[src/rtl/cu_pkg.sv]
// -----------------------------------------------------------------------------
// cu_pkg
// Shared definitions for the accumulator-machine control unit: FSM state
// encoding, opcode field constants, datapath select encodings and the packed
// control-output vector produced by the decoder.
// No ports (package).
// -----------------------------------------------------------------------------
package cu_pkg;

  // FSM states. Codes 11..15 are unused and recover to S_FETCH1.
  typedef enum logic [3:0] {
    S_FETCH1   = 4'd0,
    S_FETCH2   = 4'd1,
    S_ALU_SRC  = 4'd2,
    S_ALU_EXEC = 4'd3,
    S_ALU_WB   = 4'd4,
    S_SETD     = 4'd5,
    S_MEM_RD   = 4'd6,
    S_LD_WB    = 4'd7,
    S_ST_RD    = 4'd8,
    S_ST_WR    = 4'd9,
    S_JUMP     = 4'd10
  } state_t;

  // Opcode fields: bit 3 set selects an ALU op, otherwise op[3:1] is the class.
  localparam int         OPC_ALU_BIT = 3;
  localparam logic [2:0] OPC_LOAD    = 3'b000;
  localparam logic [2:0] OPC_STORE   = 3'b001;
  localparam logic [2:0] OPC_JMP     = 3'b010;
  localparam logic [2:0] OPC_SETD    = 3'b011;

  // Datapath select encodings.
  localparam logic       SELADDR_PC   = 1'b0;
  localparam logic       SELADDR_RI   = 1'b1;
  localparam logic       SELPC_INC    = 1'b0;
  localparam logic       SELPC_RI     = 1'b1;
  localparam logic [1:0] SELAC_DI     = 2'd0;
  localparam logic [1:0] SELAC_LS_LO  = 2'd1;
  localparam logic [1:0] SELAC_LS_HI  = 2'd2;
  localparam logic [1:0] SELDAT_WORD  = 2'd0;
  localparam logic [1:0] SELDAT_RES   = 2'd1;
  localparam logic [1:0] SELDAT_DATA  = 2'd2;
  localparam logic       SELALU_DATA  = 1'b0;
  localparam logic       SELALU_WORD  = 1'b1;

  // Complete set of control outputs for one cycle.
  typedef struct packed {
    logic       pcEn;
    logic       selPC;
    logic       selAddress;
    logic       mr;
    logic       mw;
    logic       wordRegEn;
    logic       LSEn;
    logic       RSEn;
    logic       DIEn;
    logic       selALUsrc;
    logic       enb;
    logic       dataRegEn;
    logic       resultRegEn;
    logic       CEn;
    logic       ZEn;
    logic       NEn;
    logic [1:0] selAddressAC;
    logic [1:0] selData;
    logic [2:0] operation;
    logic       instrDone;
  } cu_ctrl_t;

  localparam cu_ctrl_t CTRL_IDLE = '0;

endpackage

[src/rtl/cu_if.sv]
// -----------------------------------------------------------------------------
// cu_if
// Bundle between the control unit and the datapath.
//   toCU          : opcode nibble from memory output bits [7:4]
//   pcEn..NEn     : 1-bit datapath strobes and selects
//   selAddressAC  : AC index select, selData : AC write-data select
//   operation     : ALU function, instrDone : last-state pulse
// Modports: master = control unit, slave = datapath.
// -----------------------------------------------------------------------------
interface cu_if;
  logic [3:0] toCU;
  logic       pcEn;
  logic       selPC;
  logic       selAddress;
  logic       mr;
  logic       mw;
  logic       wordRegEn;
  logic       LSEn;
  logic       RSEn;
  logic       DIEn;
  logic       selALUsrc;
  logic       enb;
  logic       dataRegEn;
  logic       resultRegEn;
  logic       CEn;
  logic       ZEn;
  logic       NEn;
  logic [1:0] selAddressAC;
  logic [1:0] selData;
  logic [2:0] operation;
  logic       instrDone;

  modport master (
    input  toCU,
    output pcEn, selPC, selAddress, mr, mw, wordRegEn, LSEn, RSEn, DIEn,
           selALUsrc, enb, dataRegEn, resultRegEn, CEn, ZEn, NEn,
           selAddressAC, selData, operation, instrDone
  );

  modport slave (
    output toCU,
    input  pcEn, selPC, selAddress, mr, mw, wordRegEn, LSEn, RSEn, DIEn,
           selALUsrc, enb, dataRegEn, resultRegEn, CEn, ZEn, NEn,
           selAddressAC, selData, operation, instrDone
  );
endinterface

[src/rtl/cu_decode.sv]
// -----------------------------------------------------------------------------
// cu_decode
// Purely combinational Moore output decode: state + latched ALU function to
// the full control vector. Anything not set for a state stays 0.
//   i_state  : current FSM state
//   i_alu_fn : latched op[2:0], forwarded to the ALU in ALU_EXEC
//   o_ctrl   : control vector
// -----------------------------------------------------------------------------
module cu_decode
  import cu_pkg::*;
(
  input  state_t     i_state,
  input  logic [2:0] i_alu_fn,
  output cu_ctrl_t   o_ctrl
);

  always_comb begin
    o_ctrl = CTRL_IDLE;
    case (i_state)
      S_FETCH1: begin
        o_ctrl.selAddress = SELADDR_PC;
        o_ctrl.mr         = 1'b1;
        o_ctrl.LSEn       = 1'b1;
        o_ctrl.pcEn       = 1'b1;
      end
      S_FETCH2: begin
        o_ctrl.selAddress = SELADDR_PC;
        o_ctrl.mr         = 1'b1;
        o_ctrl.RSEn       = 1'b1;
        o_ctrl.pcEn       = 1'b1;
      end
      S_ALU_SRC: begin
        o_ctrl.selAddressAC = SELAC_LS_HI;
        o_ctrl.dataRegEn    = 1'b1;
      end
      S_ALU_EXEC: begin
        o_ctrl.selAddressAC = SELAC_LS_LO;
        o_ctrl.selALUsrc    = SELALU_DATA;
        o_ctrl.operation    = i_alu_fn;
        o_ctrl.resultRegEn  = 1'b1;
        o_ctrl.CEn          = 1'b1;
        o_ctrl.ZEn          = 1'b1;
        o_ctrl.NEn          = 1'b1;
      end
      S_ALU_WB: begin
        o_ctrl.selAddressAC = SELAC_LS_LO;
        o_ctrl.selData      = SELDAT_RES;
        o_ctrl.enb          = 1'b1;
        o_ctrl.instrDone    = 1'b1;
      end
      S_SETD: begin
        o_ctrl.DIEn      = 1'b1;
        o_ctrl.instrDone = 1'b1;
      end
      S_MEM_RD: begin
        o_ctrl.selAddress = SELADDR_RI;
        o_ctrl.mr         = 1'b1;
        o_ctrl.wordRegEn  = 1'b1;
      end
      S_LD_WB: begin
        o_ctrl.selAddressAC = SELAC_DI;
        o_ctrl.selData      = SELDAT_WORD;
        o_ctrl.enb          = 1'b1;
        o_ctrl.instrDone    = 1'b1;
      end
      S_ST_RD: begin
        o_ctrl.selAddressAC = SELAC_DI;
        o_ctrl.dataRegEn    = 1'b1;
      end
      S_ST_WR: begin
        o_ctrl.selAddress = SELADDR_RI;
        o_ctrl.mw         = 1'b1;
        o_ctrl.instrDone  = 1'b1;
      end
      S_JUMP: begin
        o_ctrl.selPC     = SELPC_RI;
        o_ctrl.pcEn      = 1'b1;
        o_ctrl.instrDone = 1'b1;
      end
      default: o_ctrl = CTRL_IDLE;
    endcase
  end

endmodule

[src/rtl/control_unit.sv]
// -----------------------------------------------------------------------------
// control_unit
// Moore FSM sequencing fetch/execute for the accumulator machine.
//   clk   : single clock, rising edge
//   reset : asynchronous, active-high; forces FETCH1, op=0, all outputs 0
//   bus   : cu_if.master -- toCU opcode in, datapath strobes/selects out
// The opcode is latched only in FETCH1; the FETCH1 branch looks at toCU
// directly because op is being loaded on that same edge.
// -----------------------------------------------------------------------------
module control_unit
  import cu_pkg::*;
(
  input  logic clk,
  input  logic reset,
  cu_if.master bus
);

  state_t     r_state;
  state_t     w_next;
  logic [3:0] r_op;
  cu_ctrl_t   w_ctrl;
  cu_ctrl_t   w_out;

  always_ff @(posedge clk or posedge reset) begin
    if (reset) begin
      r_state <= S_FETCH1;
      r_op    <= 4'b0000;
    end else begin
      r_state <= w_next;
      if (r_state == S_FETCH1) r_op <= bus.toCU;
    end
  end

  always_comb begin
    w_next = S_FETCH1;
    case (r_state)
      S_FETCH1: begin
        if (bus.toCU[OPC_ALU_BIT])          w_next = S_ALU_SRC;
        else if (bus.toCU[3:1] == OPC_SETD) w_next = S_SETD;
        else                                w_next = S_FETCH2;
      end
      S_FETCH2: begin
        case (r_op[3:1])
          OPC_LOAD:  w_next = S_MEM_RD;
          OPC_STORE: w_next = S_ST_RD;
          OPC_JMP:   w_next = S_JUMP;
          default:   w_next = S_FETCH1;
        endcase
      end
      S_ALU_SRC:  w_next = S_ALU_EXEC;
      S_ALU_EXEC: w_next = S_ALU_WB;
      S_MEM_RD:   w_next = S_LD_WB;
      S_ST_RD:    w_next = S_ST_WR;
      default:    w_next = S_FETCH1;
    endcase
  end

  cu_decode u_decode (
    .i_state  (r_state),
    .i_alu_fn (r_op[2:0]),
    .o_ctrl   (w_ctrl)
  );

  // FETCH1 decodes to active strobes, so reset must mask outputs directly
  // rather than rely on the state register alone.
  assign w_out = reset ? CTRL_IDLE : w_ctrl;

  assign bus.pcEn         = w_out.pcEn;
  assign bus.selPC        = w_out.selPC;
  assign bus.selAddress   = w_out.selAddress;
  assign bus.mr           = w_out.mr;
  assign bus.mw           = w_out.mw;
  assign bus.wordRegEn    = w_out.wordRegEn;
  assign bus.LSEn         = w_out.LSEn;
  assign bus.RSEn         = w_out.RSEn;
  assign bus.DIEn         = w_out.DIEn;
  assign bus.selALUsrc    = w_out.selALUsrc;
  assign bus.enb          = w_out.enb;
  assign bus.dataRegEn    = w_out.dataRegEn;
  assign bus.resultRegEn  = w_out.resultRegEn;
  assign bus.CEn          = w_out.CEn;
  assign bus.ZEn          = w_out.ZEn;
  assign bus.NEn          = w_out.NEn;
  assign bus.selAddressAC = w_out.selAddressAC;
  assign bus.selData      = w_out.selData;
  assign bus.operation    = w_out.operation;
  assign bus.instrDone    = w_out.instrDone;

endmodule

[src/flat_wrapper.sv]
// flat-port wrapper written by rule: the top's interface ports become plain ports
module control_unit_flat import cu_pkg::*;
  (clk, reset, bus_toCU, bus_pcEn, bus_selPC, bus_selAddress, bus_mr, bus_mw, bus_wordRegEn, bus_LSEn, bus_RSEn, bus_DIEn, bus_selALUsrc, bus_enb, bus_dataRegEn, bus_resultRegEn, bus_CEn, bus_ZEn, bus_NEn, bus_selAddressAC, bus_selData, bus_operation, bus_instrDone);
  cu_if bus_i ();
  input  logic clk;
  input  logic reset;
  input wire logic [$bits(bus_i.toCU)-1:0] bus_toCU;
  output wire logic [$bits(bus_i.pcEn)-1:0] bus_pcEn;
  output wire logic [$bits(bus_i.selPC)-1:0] bus_selPC;
  output wire logic [$bits(bus_i.selAddress)-1:0] bus_selAddress;
  output wire logic [$bits(bus_i.mr)-1:0] bus_mr;
  output wire logic [$bits(bus_i.mw)-1:0] bus_mw;
  output wire logic [$bits(bus_i.wordRegEn)-1:0] bus_wordRegEn;
  output wire logic [$bits(bus_i.LSEn)-1:0] bus_LSEn;
  output wire logic [$bits(bus_i.RSEn)-1:0] bus_RSEn;
  output wire logic [$bits(bus_i.DIEn)-1:0] bus_DIEn;
  output wire logic [$bits(bus_i.selALUsrc)-1:0] bus_selALUsrc;
  output wire logic [$bits(bus_i.enb)-1:0] bus_enb;
  output wire logic [$bits(bus_i.dataRegEn)-1:0] bus_dataRegEn;
  output wire logic [$bits(bus_i.resultRegEn)-1:0] bus_resultRegEn;
  output wire logic [$bits(bus_i.CEn)-1:0] bus_CEn;
  output wire logic [$bits(bus_i.ZEn)-1:0] bus_ZEn;
  output wire logic [$bits(bus_i.NEn)-1:0] bus_NEn;
  output wire logic [$bits(bus_i.selAddressAC)-1:0] bus_selAddressAC;
  output wire logic [$bits(bus_i.selData)-1:0] bus_selData;
  output wire logic [$bits(bus_i.operation)-1:0] bus_operation;
  output wire logic [$bits(bus_i.instrDone)-1:0] bus_instrDone;
  assign bus_i.toCU = bus_toCU;
  assign bus_pcEn = bus_i.pcEn;
  assign bus_selPC = bus_i.selPC;
  assign bus_selAddress = bus_i.selAddress;
  assign bus_mr = bus_i.mr;
  assign bus_mw = bus_i.mw;
  assign bus_wordRegEn = bus_i.wordRegEn;
  assign bus_LSEn = bus_i.LSEn;
  assign bus_RSEn = bus_i.RSEn;
  assign bus_DIEn = bus_i.DIEn;
  assign bus_selALUsrc = bus_i.selALUsrc;
  assign bus_enb = bus_i.enb;
  assign bus_dataRegEn = bus_i.dataRegEn;
  assign bus_resultRegEn = bus_i.resultRegEn;
  assign bus_CEn = bus_i.CEn;
  assign bus_ZEn = bus_i.ZEn;
  assign bus_NEn = bus_i.NEn;
  assign bus_selAddressAC = bus_i.selAddressAC;
  assign bus_selData = bus_i.selData;
  assign bus_operation = bus_i.operation;
  assign bus_instrDone = bus_i.instrDone;
  control_unit u_core (.clk(clk), .reset(reset), .bus(bus_i));
endmodule
[config.mk]
export PLATFORM = sky130hd
export DESIGN_NAME = control_unit_flat
export DESIGN_NICKNAME = d
export VERILOG_FILES = /design/src/rtl/cu_pkg.sv /design/src/rtl/cu_if.sv /design/src/rtl/cu_decode.sv /design/src/rtl/control_unit.sv /design/src/flat_wrapper.sv
export SDC_FILE = /design/constraint.sdc
export NUM_CORES = 1
export LEC_CHECK = 0
export ABC_AREA = 1
export CORE_AREA = 2 2 39 41
export DETAILED_ROUTE_END_ITERATION = 8
export DIE_AREA = 0 0 41 43
export DONT_BUFFER_PORTS = 1
export PLACE_DENSITY = 0.68
export SLEW_MARGIN = 20
export SYNTH_ARGS = -nofsm -noshare
export SYNTH_HDL_FRONTEND = slang
export SYNTH_SLANG_ARGS = --single-unit
export TNS_END_PERCENT = 100
[constraint.sdc]
create_clock -name clk -period 1.7 [get_ports clk]
set_input_delay 0.255 -clock clk [delete_from_list [all_inputs] [get_ports clk]]
set_output_delay 0.255 -clock clk [all_outputs]
set_load 0.01 [all_outputs]
==> results of run 1 <==
-- metrics by stage --
| step | instances | power (µW) | setup WS (ps) | instance area [µm²] | util |
|---|---|---|---|---|---|
| after floorplan | 95 | 933.2 | 422.9 | 601.8 | - |
| after global placement | 105 | 1010 | 408.1 | 579.3 | 0.4186 |
| after detailed placement | 105 | 1021 | 365.9 | 579.3 | 0.4186 |
| after CTS | 109 | 1171 | 96.39 | 611.8 | 0.4421 |
| after global routing | 109 | 1286 | 0.4796 | 611.8 | 0.4421 |
| final | 109 | 1163 | 105.5 | 611.8 | 0.4421 |
-- metal layers --
layer  global-route usage  up-vias
li1                     -      278
met1               0.2040      237
met2               0.2313       25
met3              0.05236        2
met4              0.06000        0
met5                    0        -
-- worst max-delay path: cells and delay by family, from the launching register on --
family,cells,cell delay [ps]
buf+inv,2,350
simple gates,3,340
flops,1,410
-- registers in the layout, summed over array words and instances (netlist names) --
name	flops
u_core.r_state	4
u_core.r_op	4
-- power groups by stage --
stage / combinational, µW / sequential [µW] / clock [µW]
after floorplan: 596 / 337 / 0
after global placement: 665 / 345 / 0
after detailed placement: 673 / 348 / 0
after CTS: 680 / 346 / 144
after global routing: 768 / 358 / 160
final: 674 / 349 / 140
-- path summary, 6_finish.rpt --
kind                       slack [ps]  cells after the start                 to              start
max                               110                      5            bus_NEn  u_core.r_state[2]
min                               130                      2     u_core.r_op[2]        bus_toCU[2]
min reg2reg                       530                      2     u_core.r_op[0]     u_core.r_op[0]
max reg2reg                       670                      5     u_core.r_op[3]  u_core.r_state[1]
min in group asynchronous         460                      2  u_core.r_state[2]              reset
max in group asynchronous         970                      2  u_core.r_state[3]              reset
-- cells in the mapped netlist (2+ instances only) --
master and n:
a21oi_1 4, inv_2 4, nand2_1 23, dfrtp_1 8, nor2_1 18, o21ai_1 3, nand3_1 6, buf_4 5
o21ai_0 4, nand2_2 2, inv_1 11
-- layout make-up --
type                            count  area, µm²  share of cell area
Clock buffer                        3      22.52             0.03681
Inverter                           15      56.30             0.09202
Multi-Input combinational cell     66      302.8              0.4949
Sequential cell                     8      200.2              0.3272
Tap cell                           16      20.02             0.03272
Timing Repair Buffer                1      10.01             0.01636
-- cells by family after synthesis --
family | Yosys count | share of synthesized area
other | 1 | 0.006270
AOI/OAI and AO/OA | 11 | 0.09205
DFF | 8 | 0.3347
and+or+nand+nor | 53 | 0.4017
buffers and inverters | 21 | 0.1653
==> impl_results.rst, run 1 <==
.. list-table::
   :header-rows: 1

   * - Metric
     - Value
   * - Clock skew after layout
     - 3.046 ps
   * - Commonest non-fill, non-tap cells in the layout
     - nand2_1 (23), nor2_1 (18), inv_1 (11), dfrtp_1 (8), nand3_1 (6)
   * - Initial antenna violation count
     - 0
   * - DRC errors left
     - 0
   * - Total length of routed wires
     - 1.221 mm
   * - First drt pass iteration count
     - 4
   * - Setup repair after global routing missed its margin
     - false
   * - Number of gates given a new drive strength after cts
     - 0
   * - Proportion of netlist area held by the largest area contributor
     - 0.3347
   * - Number of synthesized register bits
     - 8
   * - Net Sw Power
     - 612.4 µW
   * - Post-synthesis instance area
     - 598.1 µm²
   * - Gp weighted congestion
     - 0.6982
   * - Filler cells
     - 150
   * - Routed length on met3
     - 117 µm
   * - Via density per instance
     - 4.972
   * - Insertion delay to the later sink of the worst-skew pair
     - 250 ps
   * - Synthesized instance count
     - 94
   * - Placed wire-length estimate
     - 957.3 µm
   * - Total negative slack
     - 0 ps
   * - Maximum number of pins on one net before global-route repair
     - 11
   * - Post-CTS Hold Buffers
     - 1
   * - NumNets Final
     - 101
   * - Standard-cell row count
     - 14
   * - Switching power share of the total
     - 0.5266
   * - Number of flops mapped to enable cells by yosys
     - 0
   * - # port buffers
     - 0
   * - Nature of the critical path endpoint
     - primary output
   * - Via count of the routed design
     - 542
   * - Internal power
     - 550.5 µW
   * - Synth warn
     - 0
   * - Global Route Usage Sum
     - 0.1565
   * - Highest fanout seen on the critical path
     - 5
   * - FMAX
     - 0.6272 GHz
   * - Iteration-0 DRC count of the detailed router
     - 9
   * - Starting utilization of the core area
     - 0.4322
   * - Slowest cell on the critical path
     - dfrtp_1
   * - Chip width
     - 41 µm
   * - Area of the die
     - 1763 µm²
   * - Total congestion overflow
     - 0
   * - # Max-Cap Violations
     - 0
   * - Sequential area share after synthesis
     - 0.3347
   * - Clock sinks
     - 8
   * - Detail Route met2 WL
     - 533 µm
   * - CTS H-Tree Depth
     - 1
   * - Post-synthesis async set-or-reset flop share
     - 1.000
   * - Die Height
     - 43 µm
   * - Worst hold-check path type
     - input port to register
   * - Fraction of power consumed by combinational cells
     - 0.580
   * - CTS root buffer
     - clkbuf_4
   * - Power per Cell Area
     - 1901 nW/µm²
   * - First-pass GRT wire length
     - 1.876 mm
   * - Most common cell after layout, fill and taps aside
     - nand2_1
   * - Diode count
     - 0
   * - Max Root-Sink Buffers
     - 2
   * - Highest cell delay on the worst timing path
     - 410 ps
   * - Post-DRT Antenna Nets
     - 0
   * - Number of top-level pins
     - 30
   * - Cells along the critical path
     - inv_2, nand2_2, nor2_2, nand2_2, inv_1
   * - Routed wire per std cell
     - 11.20 µm
   * - Required time of the critical path
     - 1440 ps
   * - Clock transition at path regs
     - 50 ps
   * - Final setup violating endpoints
     - 0
   * - Sort of element at the start of the critical path
     - register
   * - Count of unique library cells instantiated by Yosys
     - 17
   * - Relative area change from synthesis to final layout
     - 2.301%
   * - Standard cell core area
     - 1384 µm²
   * - Largest cells by area after synthesis
     - dfrtp_1 (33%), nand2_1 (14%), nor2_1 (11%)
   * - Fin. max-slew vios
     - 0
   * - Met1 layer wirelength in the final routing
     - 562 µm
   * - Number of global-route vias before repair
     - 469
   * - Total count of hold-check failures in the final report
     - 0
   * - Clock tree from TritonCTS
     - yes
   * - Kind of critical path
     - register to primary output
   * - Top cell type by total area after synthesis
     - dfrtp_1
   * - Data arrival time of the critical path
     - 1340 ps
   * - Most frequently used flop master after synthesis
     - dfrtp_1
   * - Worst path most repeated cell
     - nand2_2
   * - Number of buffers added by the clock tree synthesis step
     - 3
   * - Period minus WS final
     - 1594 ps
   * - Mean post-synth cell area
     - 6.362 µm²
   * - Total leakage power
     - 0.0003403 µW
   * - Peak supply drop
     - 0.0008363 V
   * - Uppermost signal routing layer after detailed routing
     - met4
   * - Share of total power in sequential cells
     - 0.300
   * - Outcome
     - completed
   * - Worst hold slack after final layout
     - 128.4 ps
   * - Post-route clock period utilization
     - 0.9379
   * - Share of final-layout standard cells stronger than drive strength 1
     - 0.1290
   * - Number of setup buffers added after CTS
     - 0
   * - Clock share of power
     - 0.120
Note: power is estimated with default switching activity, not from simulation.
==> inputs of run 2 (changes only) <==
MAX_ROUTING_LAYER = met4   (was not set)
==> run 2 against run 1 <==
  * First-iteration DRC count is the same
  * Via count grew 0.74%
  * Wire length grew 1.1%
  * Fmax shrank 0.27%
  * Critical endpoint unchanged
  * Largest power group unchanged
==> impl_results.rst, run 2 (synthesis results as in run 1) <==
.. list-table::
   :header-rows: 1

   * - Metric
     - Value
   * - Buffer and inverter count on the worst path
     - 2 (unchanged)
   * - Highest cell delay on the worst timing path
     - 410 ps (about the same)
   * - Share of final-layout standard cells stronger than drive strength 1
     - 0.1290 (unchanged)
   * - Number of setup buffers added after CTS
     - 0 (unchanged)
   * - Via count of the routed design
     - 546 (was 542)
   * - Highest fanout seen on the critical path
     - 5 (unchanged)
   * - Area of the die
     - 1763 µm² (unchanged)
   * - Fin. max-slew vios
     - 0 (unchanged)
   * - Clock skew after layout
     - 4.361 ps (was 3.046 ps)
   * - Depth of the critical timing path with buffers and inverters included
     - 5 (unchanged)
   * - Data arrival time of the critical path
     - 1340 ps (about the same)
   * - Max Root-Sink Buffers
     - 2 (unchanged)
   * - Final setup violating endpoints
     - 0 (unchanged)
   * - Most common cell after layout, fill and taps aside
     - nand2_1 (unchanged)
   * - Overall power of the completed layout
     - 1165 µW (was 1163 µW)
   * - Post-CTS Hold Buffers
     - 1 (unchanged)
   * - First drt pass iteration count
     - 4 (unchanged)
   * - Post-DRT Antenna Nets
     - 0 (unchanged)
   * - Maximum number of pins on one net before global-route repair
     - 11 (unchanged)
   * - Number of buffers added by the clock tree synthesis step
     - 3 (unchanged)
   * - Starting utilization of the core area
     - 0.4322 (unchanged)
   * - Worst path most repeated cell
     - nand2_2 (unchanged)
   * - Commonest non-fill, non-tap cells in the layout
     - nand2_1 (23), nor2_1 (18), inv_1 (11), dfrtp_1 (8), nand3_1 (6) (unchanged)
   * - Placed wire-length estimate
     - 957.3 µm (unchanged)
   * - Gp weighted congestion
     - 0.7058 (was 0.6982)
   * - Total leakage power
     - 0.0003403 µW (unchanged)
   * - Total congestion overflow
     - 0 (unchanged)
   * - FMAX
     - 0.6255 GHz (was 0.6272 GHz)
   * - Nature of the critical path endpoint
     - primary output (unchanged)
   * - Initial antenna violation count
     - 0 (unchanged)
   * - Total length of routed wires
     - 1.234 mm (was 1.221 mm)
   * - Worst reg-to-reg setup slack
     - 670 ps (about the same)
   * - Worst hold-check path type
     - input port to register (unchanged)
   * - DRC errors left
     - 0 (unchanged)
   * - Sort of element at the start of the critical path
     - register (unchanged)
   * - Diode count
     - 0 (unchanged)
   * - Kind of critical path
     - register to primary output (unchanged)
   * - Cell family with most CP delay
     - flip-flops (unchanged)
   * - Worst Reg2Reg Path Length in Cells
     - 5 (unchanged)
   * - Insertion delay to the later sink of the worst-skew pair
     - 250 ps (about the same)
   * - # port buffers
     - 0 (unchanged)
   * - Iteration-0 DRC count of the detailed router
     - 9 (unchanged)
   * - Clock sinks
     - 8 (unchanged)
   * - Clock tree from TritonCTS
     - yes (unchanged)
   * - Total negative slack
     - 0 ps (unchanged)
   * - CTS root buffer
     - clkbuf_4 (unchanged)
   * - Chip width
     - 41 µm (unchanged)
   * - Power per Cell Area
     - 1905 nW/µm² (was 1901 nW/µm²)
   * - Standard-cell row count
     - 14 (unchanged)
   * - Global Route Usage Sum
     - 0.1604 (was 0.1565)
   * - Number of gates given a new drive strength after cts
     - 0 (unchanged)
   * - Total count of hold-check failures in the final report
     - 0 (unchanged)
   * - # Max-Cap Violations
     - 0 (unchanged)
   * - Number of global-route vias before repair
     - 469 (unchanged)
   * - Peak supply drop
     - 0.0008411 V (was 0.0008363 V)
   * - Cells along the critical path
     - inv_2, nand2_2, nor2_2, nand2_2, inv_1 (unchanged)
   * - First-pass GRT wire length
     - 1.876 mm (unchanged)
   * - Standard cell core area
     - 1384 µm² (unchanged)
   * - Setup repair after global routing missed its margin
     - false (unchanged)
   * - CTS H-Tree Depth
     - 1 (unchanged)
   * - Post-route clock period utilization
     - 0.9404 (was 0.9379)
   * - Routed wire per std cell
     - 11.32 µm (was 11.20 µm)
   * - Clock transition at path regs
     - 50 ps (about the same)
   * - Worst hold stages
     - 2 (unchanged)
   * - Outcome
     - completed (unchanged)
   * - Registers with the most flip-flops
     - u_core.r_op x4, u_core.r_state x4 (unchanged)
   * - Relative area change from synthesis to final layout
     - 2.301% (unchanged)
   * - Filler cells
     - 150 (unchanged)
   * - Slowest cell on the critical path
     - dfrtp_1 (unchanged)
   * - Via density per instance
     - 5.009 (was 4.972)
   * - Die Height
     - 43 µm (unchanged)
   * - NumNets Final
     - 101 (unchanged)
   * - Required time of the critical path
     - 1440 ps (about the same)
   * - Period minus WS final
     - 1599 ps (was 1594 ps)
   * - Number of top-level pins
     - 30 (unchanged)
-- run 2: cell counts in the layout (fill, tap and decap cells not counted) --
Identical to the previous run, type by type.
-- run 2: final timing paths --
kind / from / endpoint
worst max-delay path: u_core.r_state[2] / bus_NEn
worst min-delay path: bus_toCU[2] / u_core.r_op[2]
worst max register to register: u_core.r_state[1] / u_core.r_op[3]
min in group asynchronous: reset / u_core.r_state[2]
worst min register to register: u_core.r_op[0] / u_core.r_op[0]
max in group asynchronous: reset / u_core.r_state[3]
-- run 2: power breakdown --
part	total, µW	switching, µW	internal (µW)
sequential	349	64.7	284
combinational	676	491	186
clock	140	59.5	80.4
total	1170	615	550
-- run 2: through the flow --
| step | setup slack, ps | hold slack (ps) | util | area (µm²) | cells |
|---|---|---|---|---|---|
| 2_1_floorplan | 422.9 | 209.0 | - | 601.8 | 95 |
| 3_3_place_gp | 408.1 | 79.60 | 0.4186 | 579.3 | 105 |
| 3_5_place_dp | 365.9 | 79.11 | 0.4186 | 579.3 | 105 |
| 4_1_cts | 96.39 | 127.2 | 0.4421 | 611.8 | 109 |
| 5_1_grt | 0.4796 | 133.4 | 0.4421 | 611.8 | 109 |
| 6_report | 101.3 | 127.9 | 0.4421 | 611.8 | 109 |
-- run 2: area by class of cell --
type                            instances  area [µm²]  share of cell area
Multi-Input combinational cell         66       302.8              0.4949
Sequential cell                         8       200.2              0.3272
Tap cell                               16       20.02             0.03272
Timing Repair Buffer                    1       10.01             0.01636
Inverter                               15       56.30             0.09202
Clock buffer                            3       22.52             0.03681
-- run 2: layer usage --
layer,GRT usage,vias to the layer above,part of all wire
li1,-,279,-
met1,0.2074,242,0.47
met2,0.2313,25,0.44
met3,0.04712,0,0.088
met4,0.06000,0,0
met5,-,-,0
==> inputs of run 3 (changes only) <==
--- a/config.mk
+++ b/config.mk
@@ -13,5 +13,5 @@
 export MAX_ROUTING_LAYER = met4
 export PLACE_DENSITY = 0.68
-export SLEW_MARGIN = 20
+export SLEW_MARGIN = 40
 export SYNTH_ARGS = -nofsm -noshare
 export SYNTH_HDL_FRONTEND = slang
==> constraint.sdc (replaced) <==
create_clock -name clk -period 1.7 [get_ports clk]
set_input_delay 0.085 -clock clk [delete_from_list [all_inputs] [get_ports clk]]
set_output_delay 0.085 -clock clk [all_outputs]
set_load 0.01 [all_outputs]
==> run 3 against run 2 <==
  * Total power is 0.56% higher
  * Critical path type unchanged
  * Sequential power about the same
  * Non-clock buffer count is 4 higher
  * Largest power group unchanged
  * First-iteration DRC count increased by 11%
  * Setup slack improved by 180 ps
  * Critical endpoint unchanged
  * Clock power increased by 3%
==> impl_results.rst, run 3 (synthesis results as in run 1) <==
.. list-table::
   :header-rows: 1

   * - Metric
     - Value
   * - Clock transition at path regs
     - 50 ps (about the same)
   * - Maximum number of pins on one net before global-route repair
     - 13 (was 11)
   * - CTS H-Tree Depth
     - 1 (unchanged)
   * - Chip width
     - 41 µm (unchanged)
   * - # Max-Cap Violations
     - 0 (unchanged)
   * - CTS root buffer
     - clkbuf_4 (unchanged)
   * - Setup repair after global routing missed its margin
     - false (unchanged)
   * - Commonest non-fill, non-tap cells in the layout
     - nand2_1 (23), nor2_1 (18), inv_1 (11), dfrtp_1 (8), nand3_1 (6) (unchanged)
   * - Power per Cell Area
     - 1798 nW/µm² (was 1905 nW/µm²)
   * - Total negative slack
     - 0 ps (unchanged)
   * - Relative area change from synthesis to final layout
     - 8.996% (was 2.301%)
   * - Data arrival time of the critical path
     - 1330 ps (was 1340 ps)
   * - Iteration-0 DRC count of the detailed router
     - 10 (was 9)
   * - Number of buffers added by the clock tree synthesis step
     - 3 (unchanged)
   * - Number of global-route vias before repair
     - 466 (was 469)
   * - Routed wire per std cell
     - 10.74 µm (was 11.32 µm)
   * - Gp weighted congestion
     - 0.7055 (was 0.7058)
   * - Die Height
     - 43 µm (unchanged)
   * - Placed Cells
     - 105 (unchanged)
   * - Setup WS post-layout
     - 286.0 ps (was 101.3 ps)
   * - First-pass GRT wire length
     - 1.876 mm (unchanged)
   * - Nature of the critical path endpoint
     - primary output (unchanged)
   * - Outcome
     - completed (unchanged)
   * - Total length of routed wires
     - 1.214 mm (was 1.234 mm)
   * - FMAX
     - 0.7072 GHz (was 0.6255 GHz)
   * - Sort of element at the start of the critical path
     - register (unchanged)
   * - Via count of the routed design
     - 564 (was 546)
   * - Period minus WS final
     - 1414 ps (was 1599 ps)
   * - Worst Reg2Reg Path Length in Cells
     - 5 (unchanged)
   * - DRC errors left
     - 0 (unchanged)
   * - Max Root-Sink Buffers
     - 2 (unchanged)
   * - Placed wire-length estimate
     - 957.4 µm (was 957.3 µm)
   * - Highest fanout seen on the critical path
     - 5 (unchanged)
   * - Total leakage power
     - 0.0003571 µW (was 0.0003403 µW)
   * - Final setup violating endpoints
     - 0 (unchanged)
   * - Kind of critical path
     - register to primary output (unchanged)
   * - Number of gates given a new drive strength after cts
     - 0 (unchanged)
   * - Registers with the most flip-flops
     - u_core.r_op x4, u_core.r_state x4 (unchanged)
   * - Worst reg2reg path endpoint
     - u_core.r_op[3] (unchanged)
   * - Fin. max-slew vios
     - 0 (unchanged)
   * - Launch point of the worst path
     - u_core.r_state[2] (unchanged)
   * - Post-route clock period utilization
     - 0.8317 (was 0.9404)
   * - Capturing instance or port of the critical path
     - bus_NEn (unchanged)
   * - Number of top-level pins
     - 30 (unchanged)
   * - Peak supply drop
     - 0.0007620 V (was 0.0008411 V)
   * - First drt pass iteration count
     - 4 (unchanged)
   * - Via density per instance
     - 4.991 (was 5.009)
   * - Pre-CTS setup slack
     - 555.9 ps (was 365.9 ps)
   * - NumNets Final
     - 105 (was 101)
   * - Total count of hold-check failures in the final report
     - 0 (unchanged)
   * - Total congestion overflow
     - 0 (unchanged)
   * - Standard-cell row count
     - 14 (unchanged)
   * - Filler cells
     - 146 (was 150)
   * - Share of final-layout standard cells stronger than drive strength 1
     - 0.1237 (was 0.1290)
   * - Diode count
     - 0 (unchanged)
   * - Required time of the critical path
     - 1620 ps (was 1440 ps)
   * - Global Route Usage Sum
     - 0.1635 (was 0.1604)
   * - Area of the die
     - 1763 µm² (unchanged)
   * - Instance area at placement
     - 579.3 µm² (unchanged)
   * - Worst reg-to-reg setup slack
     - 670 ps (about the same)
   * - Insertion delay to the later sink of the worst-skew pair
     - 250 ps (about the same)
   * - Clock skew after layout
     - 4.415 ps (was 4.361 ps)
   * - Final instance count without filler cells
     - 113 (was 109)
   * - Starting utilization of the core area
     - 0.4322 (unchanged)
   * - Source of the worst register-to-register timing path
     - u_core.r_state[1] (unchanged)
   * - Clock sinks
     - 8 (unchanged)
   * - Clock tree from TritonCTS
     - yes (unchanged)
   * - Post-route cell area
     - 651.9 µm² (was 611.8 µm²)
   * - Worst hold-check path type
     - input port to register (unchanged)
   * - # port buffers
     - 0 (unchanged)
   * - Standard cell core area
     - 1384 µm² (unchanged)
   * - Most common cell after layout, fill and taps aside
     - nand2_1 (unchanged)
   * - Initial antenna violation count
     - 0 (unchanged)
   * - Final core utilization
     - 0.4711 (was 0.4421)
   * - Post-DRT Antenna Nets
     - 0 (unchanged)
-- run 3: cell types whose count changed in the layout (fill, tap and decap cells not counted) --
| cell | previous run | this run |
|---|---|---|
| dlygate4sd3_1 | 1 | 5 |
-- run 3: per-stage QoR --
stage / power [µW] / hold slack [ps]
final: 1172 / 30.73
after global routing: 1299 / 35.04
after CTS: 1178 / 29.61
after detailed placement: 1019 / -89.80
after global placement: 1010 / -90.43
after floorplan: 933.2 / 38.96
-- run 3: area by class of cell --
type	count	area [µm²]	area share
inverter	15	56.30	0.08637
tap	16	20.02	0.03071
clock buffer	3	22.52	0.03455
sequential	8	200.2	0.3071
multi-input combinational	66	302.8	0.4645
timing repair buffer	5	50.05	0.07678
-- run 3: per-layer routing --
layer  track usage  routed length, µm  vias up
met2        0.2406                545       27
met4       0.08000                 12        0
met1        0.1973                557      249
li1              -                  -      286
met5             -                  0        -
met3       0.04712                 99        2
-- run 3: worst min-delay path by stage --
stage	from	slack, ps	end	depth (start not counted)
6_report	bus_toCU[3]	30	u_core.r_state[2]	3
3_5_place_dp	reset	-90	u_core.r_state[1]	1
5_1_grt	bus_toCU[3]	40	u_core.r_state[2]	3
2_1_floorplan	reset	40	u_core.r_op[0]	2
3_3_place_gp	reset	-90	u_core.r_state[1]	1
4_1_cts	bus_toCU[3]	30	u_core.r_state[2]	3
-- run 3: power by group --
group / switching, µW / internal (µW)
clock network: 63.4 / 80.7
logic: 488 / 192
registers: 63.5 / 284
-- run 3: repair_timing --
action	in CTS	in global routing
endpoints found under the hold margin	14	0
hold buffers	5	0
buffers inserted	0	0
-- run 3: worst max-delay path, stage by stage, from the launching register on --
cell	delay (ps)
dfrtp_1	410
inv_2	60
nand2_2	100
nor2_2	130
nand2_2	90
inv_1	280
